### src/rtl/shannon_whitaker_coeff_sequencer.sv
// Coefficient update sequencer for the systolic lowpass filter: shadow bank, one-per-cycle
// commit into the active DSP B-port bank, then output blanking while stale products flush.
module shannon_whitaker_coeff_sequencer #(
  parameter int unsigned NTAPS        = 8,
  parameter int unsigned COEFFBITS    = 18,
  parameter int unsigned FLUSH_CYCLES = 12,
  parameter logic [NTAPS*COEFFBITS-1:0] DEFAULT_COEFFS = {
    18'sd10342, -18'sd3216, 18'sd1672, -18'sd949,
    18'sd526,   -18'sd263,  18'sd105,  18'sd23
  }
) (
  input  logic                         clk_i,
  input  logic                         rst_i,
  input  logic                         wr_i,
  input  logic [3:0]                   wr_addr_i,
  input  logic [COEFFBITS-1:0]         wr_dat_i,
  input  logic                         commit_i,
  output logic [NTAPS*COEFFBITS-1:0]   coeff_o,
  output logic [NTAPS-1:0]             coeff_ce_o,
  output logic                         valid_o,
  output logic                         busy_o,
  output logic                         done_o,
  output logic                         wr_err_o
);

  localparam int unsigned IdxW = (NTAPS > 1) ? $clog2(NTAPS) : 1;
  localparam int unsigned CntW = $clog2(FLUSH_CYCLES + 1);
  localparam logic [IdxW-1:0] LastIdx = IdxW'(NTAPS - 1);
  localparam logic [CntW-1:0] LastCnt = CntW'(FLUSH_CYCLES - 1);

  typedef enum logic [1:0] {StIdle, StLoad, StFlush} state_e;

  state_e                              state_q, state_d;
  logic [IdxW-1:0]                     idx_q, idx_d;
  logic [CntW-1:0]                     cnt_q, cnt_d;
  logic                                pending_q, pending_d;

  logic [NTAPS-1:0][COEFFBITS-1:0]     shadow_q, active_q;

  logic                                valid_q, valid_d;
  logic                                busy_q, busy_d;
  logic                                done_q, done_d;
  logic                                wr_err_q, wr_err_d;
  logic [NTAPS-1:0]                    ce_q, ce_d;

  // State register; reset enters FLUSH so the pipeline fills before valid is raised.
  always_ff @(posedge clk_i) begin
    if (rst_i) begin
      state_q   <= StFlush;
      idx_q     <= '0;
      cnt_q     <= '0;
      pending_q <= 1'b0;
      valid_q   <= 1'b0;
      busy_q    <= 1'b1;
      done_q    <= 1'b0;
      wr_err_q  <= 1'b0;
      ce_q      <= '0;
    end else begin
      state_q   <= state_d;
      idx_q     <= idx_d;
      cnt_q     <= cnt_d;
      pending_q <= pending_d;
      valid_q   <= valid_d;
      busy_q    <= busy_d;
      done_q    <= done_d;
      wr_err_q  <= wr_err_d;
      ce_q      <= ce_d;
    end
  end

  // Coefficient banks. LOAD copies the shadow value held at the start of the cycle, so a
  // same-cycle write to the slot being copied waits for the next commit.
  always_ff @(posedge clk_i) begin
    if (rst_i) begin
      shadow_q <= DEFAULT_COEFFS;
      active_q <= DEFAULT_COEFFS;
    end else begin
      for (int unsigned k = 0; k < NTAPS; k++) begin
        if (wr_i && (32'(wr_addr_i) == k)) begin
          shadow_q[k] <= wr_dat_i;
        end
      end
      if (state_q == StLoad) begin
        active_q[idx_q] <= shadow_q[idx_q];
      end
    end
  end

  // Next-state logic.
  always_comb begin
    state_d   = state_q;
    idx_d     = idx_q;
    cnt_d     = cnt_q;
    pending_d = pending_q;
    unique case (state_q)
      StIdle: begin
        if (commit_i) begin
          state_d = StLoad;
          idx_d   = '0;
        end
      end
      StLoad: begin
        if (commit_i) begin
          pending_d = 1'b1;
        end
        if (idx_q == LastIdx) begin
          state_d = StFlush;
          cnt_d   = '0;
        end else begin
          idx_d = idx_q + 1'b1;
        end
      end
      StFlush: begin
        if (commit_i) begin
          pending_d = 1'b1;
        end
        if (cnt_q == LastCnt) begin
          // A commit arriving in the final flush cycle is honoured, not dropped.
          if (pending_q || commit_i) begin
            state_d   = StLoad;
            idx_d     = '0;
            pending_d = 1'b0;
          end else begin
            state_d = StIdle;
          end
        end else begin
          cnt_d = cnt_q + 1'b1;
        end
      end
      default: begin
        state_d   = StFlush;
        cnt_d     = '0;
        pending_d = 1'b0;
      end
    endcase
  end

  // Output logic, decoded from the next state so every output is a flop.
  always_comb begin
    valid_d  = (state_d == StIdle);
    busy_d   = (state_d != StIdle);
    done_d   = (state_q == StFlush) && (state_d == StIdle);
    wr_err_d = wr_i && (32'(wr_addr_i) >= NTAPS);
    ce_d     = '0;
    if (state_d == StLoad) begin
      ce_d[idx_d] = 1'b1;
    end
  end

  assign coeff_o    = active_q;
  assign coeff_ce_o = ce_q;
  assign valid_o    = valid_q;
  assign busy_o     = busy_q;
  assign done_o     = done_q;
  assign wr_err_o   = wr_err_q;

endmodule

### config.mk
export PLATFORM = sky130hd
export DESIGN_NAME = shannon_whitaker_coeff_sequencer
export DESIGN_NICKNAME = d
export VERILOG_FILES = /design/src/rtl/shannon_whitaker_coeff_sequencer.sv
export SDC_FILE = /design/constraint.sdc
export NUM_CORES = 1
export LEC_CHECK = 0
export ABC_CLOCK_PERIOD_IN_PS = 2500
export CAP_MARGIN = 0
export CORE_MARGIN = 5
export CORE_UTILIZATION = 44
export DETAILED_ROUTE_END_ITERATION = 7
export GPL_ROUTABILITY_DRIVEN = 1
export PLACE_DENSITY = 0.7
export SYNTH_ARGS = -nofsm -noshare
export SYNTH_HDL_FRONTEND = slang
export SYNTH_SLANG_ARGS = --single-unit
### constraint.sdc
create_clock -name clk_i -period 2.5 [get_ports clk_i]
set_clock_uncertainty 0.2 [all_clocks]
set_input_delay 0.5 -clock clk_i [delete_from_list [all_inputs] [get_ports clk_i]]
set_output_delay 0.5 -clock clk_i [all_outputs]
set_load 0.01 [all_outputs]
* Yosys cells after proc, flatten, opt, wreduce, memory -nomap -nowiden
Cells that the tools add are included.
** Word-level totals
- Register bits :: 310
- Input port bits :: 26
** Cells by class
- Bitwise gates (word level) :: 2
- Eq/ne operators :: 14
- Reductions and logical operators :: 19
- $add $sub $neg :: 2
- $lt $le $gt $ge :: 5
- Muxes and demuxes :: 24
** Operators by type and width (number)
- $bwmux W144 :: 1
- $bmux W18 S3 :: 1
- $demux W18 S3 :: 1
- $mux W18 :: 2
- $eq A4 B3 Y1 const B :: 4
- $logic_and A1 B1 Y1 :: 12
- $mux W3 :: 4
- $pmux W4 S3 :: 1
- $pmux W3 S3 :: 1
- $eq A4 B2 Y1 const B :: 2
- $lt A3 B4 Y1 const B :: 2
- $mux W4 :: 2
- $ge A3 B1 Y1 const B :: 2
- $mux W2 :: 3
- $pmux W2 S3 :: 1
- $mux W1 :: 5
- $add A4 B1 Y4 const B :: 1
- $eq A2 B1 Y1 const B :: 2
- $eq A4 B1 Y1 const B :: 1
- $eq A4 B4 Y1 const B :: 1
- $ge A4 B4 Y1 const B :: 1
- $logic_not A2 Y1 :: 2
- $logic_not A4 Y1 :: 1
- $add A3 B1 Y3 const B :: 1
- 11 further kinds :: 12

* Longest topological paths before layout
- Word-level depth :: 8
- Gate-level depth with buffers :: 9
- Mapped depth without buffers :: 7

* Worst setup path before layout
No wires, ideal clock.
- Kind :: reg-to-reg
- Start point :: register state_q[0]
- End point :: register ce_q[1] (netlist: coeff_ce_o[1])
- Path slack :: 0.449 ns
- Stages on the path, launching flop included :: 8
- Clock period less this slack :: 2.051 ns
- Required time :: 2.220 ns
- Data arrival time :: 1.771 ns
- Setup time :: 0.080 ns
- Path through :: dfxtp_1 inv_1 ha_1 inv_1 nor2_1 or3_1 a21boi_1 nor3b_1
** Between the ends
- Word-level cells in the longest chain between the ends :: 6
** RTL lines
- from (decl) :: line 33 : state_e state_q, state_d;
- from (signal assigned) :: line 49 : state_q <= StFlush;
- from (signal assigned) :: line 59 : state_q <= state_d;
- $eq A2 B2 Y1, or another cell as far along :: line 95 : unique case (state_q)
- $pmux W3 S3 :: line 95
- $lt A3 B4 Y1 (not written as such) / $ge A3 B1 Y1 (equally long branches) :: line 146 : ce_d[idx_d] = 1'b1;
- $logic_and A1 B1 Y1 (not written as such) :: line 146
- $mux W1 (not written as such) :: line 146
- $demux W1 S3 :: line 146
- to (signal assigned) :: line 57 : ce_q <= '0;
- to (signal assigned) :: line 67 : ce_q <= ce_d;
- to (decl) :: line 44 : logic [NTAPS-1:0] ce_q, ce_d;
Parallel ways exist; a longest one is shown, timed or not.
A chain may end at the register's enable or synchronous reset.

* Worst setup path in the final report
- Start point :: register idx_q[1]
- End point :: register active_q (netlist bit coeff_o[41])
** Between the ends
- Word-level cells in the longest chain between the ends :: 5
** RTL lines
- from (decl) :: line 34 : logic [IdxW-1:0] idx_q, idx_d;
- from (signal assigned) :: line 60 : idx_q <= idx_d;
- $lt A3 B4 Y1 (not written as such) / $ge A3 B1 Y1 (equally long branches) :: line 84 : active_q[idx_q] <= shadow_q[idx_q];
- $logic_and A1 B1 Y1 (not written as such) :: line 84
- $mux W18 (not written as such) :: line 84
- $demux W18 S3 :: line 84
- $bwmux W144 (*) :: line 84
- to (signal, indexed assignment) :: line 84
- to (decl) :: line 38 : logic [NTAPS-1:0][COEFFBITS-1:0] shadow_q, active_q;
Mark *: on every way between the ends. The rest lies on a longest branch, timed or not. The select of a mux whose other input is x is not followed.

==> impl_metrics.toml <==
[setup_path]
critPathKind = "flop to flop"
cp.required_ps = 2700
worst-path-max-fanout = 15
cp_cell_sequence = "buf_4 > mux4_2 > mux2i_4 > nor2_1 > a211o_1"
crit_path_end_kind = "flop"
r2r_setup_slack_ps = 160
r2r_start = "idx_q[1]$_SDFF_PP0_"
slowest_delay_ps = 490
worstRegToRegCells = 5
start_kind = "flop"
slowest_stage = "mux2i_4"
cp_data_arrival_time_ps = 2540
r2r-end = "coeff_o[41]$_SDFFE_PP1P_"

[logic_synthesis]
synthArstFlopShare_pct = 0
netlist_area_um2 = 12470
synth_ff_type = "dfxtp_1"
ys_ff_latch = 310
yosysWarningCount = 0
syn_nets = 1352
yosysTopAreaCell = "dfxtp_1"
synth_common_cells = "310 x dfxtp_1, 282 x nand2_1, 165 x nor2_1"
syn_area_per_cell_um2 = 9.449
yosysUniqueCellTypes = 50
synth_edf_count = 0
synth_most_common_cell = "dfxtp_1"
ys_seq_area_share_pct = 49.75
syn-instance-count = 1320
synthTopCellsByArea = "dfxtp_1 50%, nand2_1 8.5%, mux4_2 5.4%"
synth_top_area_share_pct = 49.75

[global_route]
first_global_vias = 9581
antenna_found_initial = 1
grtUsageTotal_pct = 21.38
grt-ovfl-total = 0
grt_start_max_net_pins = 179
grt_pass1_wl_um = 53720

[clocking]
cts.clk_slew.worst_paths_ps = 60
clkLatencyLatePin_ps = 520
post-cts-setup-buffers = 0
clock-sinks = 310
cts_tree = "yes"
ctsLongestPathBuffers = 3
h-tree-depth = 2
cts_buffers = 34
cts_root_buffer = "clkbuf_16"

[routing]
drc_errors = 0
ant_nets = 0
viasPerCell = 5.343
dr.pass1.iters = 6
vias = 10130
routed_wl_um = 34720
drt_first_iter_violations = 682
wl_per_cell_um = 18.32

[timing]
hold_ws_ps = 44.78
slew_viol_final = 0
final.min_clock_period_ps = 2343
hold_viol = 0
slew_headroom_pct = 48.78
worst_pin_slew_ps = 768.4
setup_violations = 0
rsz0062_at_grt = "false"
max_freq_ghz = 0.4268
setup_slack_ps = 156.8
finalCritPeriodShare_pct = 93.73

[floorplan]
die_y_um = 178.4
die_area_um2 = 31820
core_um2 = 27860
ioPinCount = 182
initial_core_util_pct = 44.77
dieWidth_um = 178.4
row_count = 61

[placement]
post_dp_cell_area_um2 = 14910
place_ws_ps = -18.82
dp_hpwl_um = 23460
place.gp.congestion = 0.7885
port_buffers = 181

[power_and_ir_drop]
cellPowerDensity_nw_per_um2 = 674.1
peakVddDrop_v = 0.0005192
p_total_mw = 10.78
p_leak_nw = 5.652

[layout]
stdcell_area_um2 = 16000
final_net_count = 1525
fin_util_pct = 57.42
areaGrowthSynthToFinish_pct = 28.24
layout-drive-gt1-share_pct = 12.86

[min_path]
whs_endpoint = "cnt_q[2]$_SDFFE_PP0P_"
holdPathStages = 2
hold_path.startpoint = "rst_i"
hp-class = "input pin to flop"

[job]
maxCapViolCount = 0

[outcome]
status = "complete, no violations"
[logic make-up after synthesis]
group           Yosys count  share of synthesized area [%]
buf+inv                 120                          5.015
fa+ha+maj                 6                         0.6018
simple gates            565                          20.24
flops                   310                          49.75
compound gates          260                          14.41
mux                      59                          9.971
[stage by stage]
stage,cells,setup TNS [ps]
after CTS,1894,0
final,1895,0
after floorplan,1320,0
after global routing,1895,0
after global placement,1835,0
after detailed placement,1835,-18.82
[final cells by class]
class | count | area (µm²)
well taps | 378 | 473.0
multi-input cells | 890 | 5695
fillers | 2419 | 11860
diodes | 1 | 2.502
inverters | 7 | 31.28
clock buffers | 45 | 942.2
clock inverters | 14 | 92.59
repair buffers | 250 | 2546
flip-flops and latches | 310 | 6212
[worst max path at each step]
stage               cells after the start  slack (ps)                       end             startpoint
CTS                                     5          10  coeff_o[45]$_SDFFE_PP1P_    idx_q[0]$_SDFF_PP0_
global route                            5          50  coeff_o[45]$_SDFFE_PP1P_    idx_q[0]$_SDFF_PP0_
detailed placement                      7         -20  coeff_ce_o[1]$_SDFF_PP0_  state_q[0]$_SDFF_PP0_
finish                                  5         160  coeff_o[41]$_SDFFE_PP1P_    idx_q[1]$_SDFF_PP0_
floorplan                               7         450  coeff_ce_o[1]$_SDFF_PP0_  state_q[0]$_SDFF_PP0_
global placement                        7          50  coeff_ce_o[1]$_SDFF_PP0_  state_q[0]$_SDFF_PP0_
[flip-flops by register name (all words and copies together) (netlist names), 2 cells and up]
signal      count
state_q         2
coeff_o       144
coeff_ce_o      8
shadow_q      144
cnt_q           4
idx_q           3
[placed cells by master, fill, tap and decap left out, types with 3 or more instances in the layout]
cell / netlist / routed
a211o_1: 68 / 68
a211oi_1: 79 / 79
a21oi_1: 93 / 93
and2_1: 3 / 3
and3b_1: 3 / 3
buf_12: 2 / 17
buf_4: 13 / 52
clkbuf_1: 54 / 6
clkbuf_16: 0 / 34
clkbuf_8: 0 / 6
clkdlybuf4s50_1: 0 / 180
clkinv_2: 0 / 10
dfxtp_1: 310 / 307
ha_1: 6 / 6
inv_1: 6 / 6
mux2i_1: 8 / 8
mux2i_4: 17 / 17
mux4_1: 4 / 4
mux4_2: 30 / 30
nand2_1: 282 / 282
nand2b_1: 5 / 5
nand3_1: 11 / 11
nand3b_1: 57 / 57
nor2_1: 165 / 164
nor2b_1: 15 / 14
nor3b_2: 2 / 5
o211ai_1: 3 / 3
o21ai_0: 7 / 7
[critical path, delay by kind of cell, from the launching register on]
kind / cells / cell delay, ps
and+or+nand+nor: 1 / 110
AOI/OAI and AO/OA: 1 / 280
DFF: 1 / 450
buffers and inverters: 1 / 300
muxes: 2 / 880
[power by group]
group | internal, mW | total, mW | switching, mW
combinational | 0.439 | 1.01 | 0.570
sequential | 5.05 | 5.13 | 0.0758
clock | 2.67 | 4.64 | 1.98
total | 8.16 | 10.8 | 2.62
[what timing repair did]
item,CTS,global route
gates resized for setup,1,10
setup endpoints to repair,1,29
hold buffers,0,0
[layer usage]
| layer | track usage, % | part of all wire [%] |
|---|---|---|
| met5 | 0 | 0 |
| met4 | 7.099 | 3.2 |
| met3 | 4.197 | 6.4 |
| met2 | 35.67 | 47 |
| met1 | 27.90 | 43 |
(Power assumes the default switching activity.)
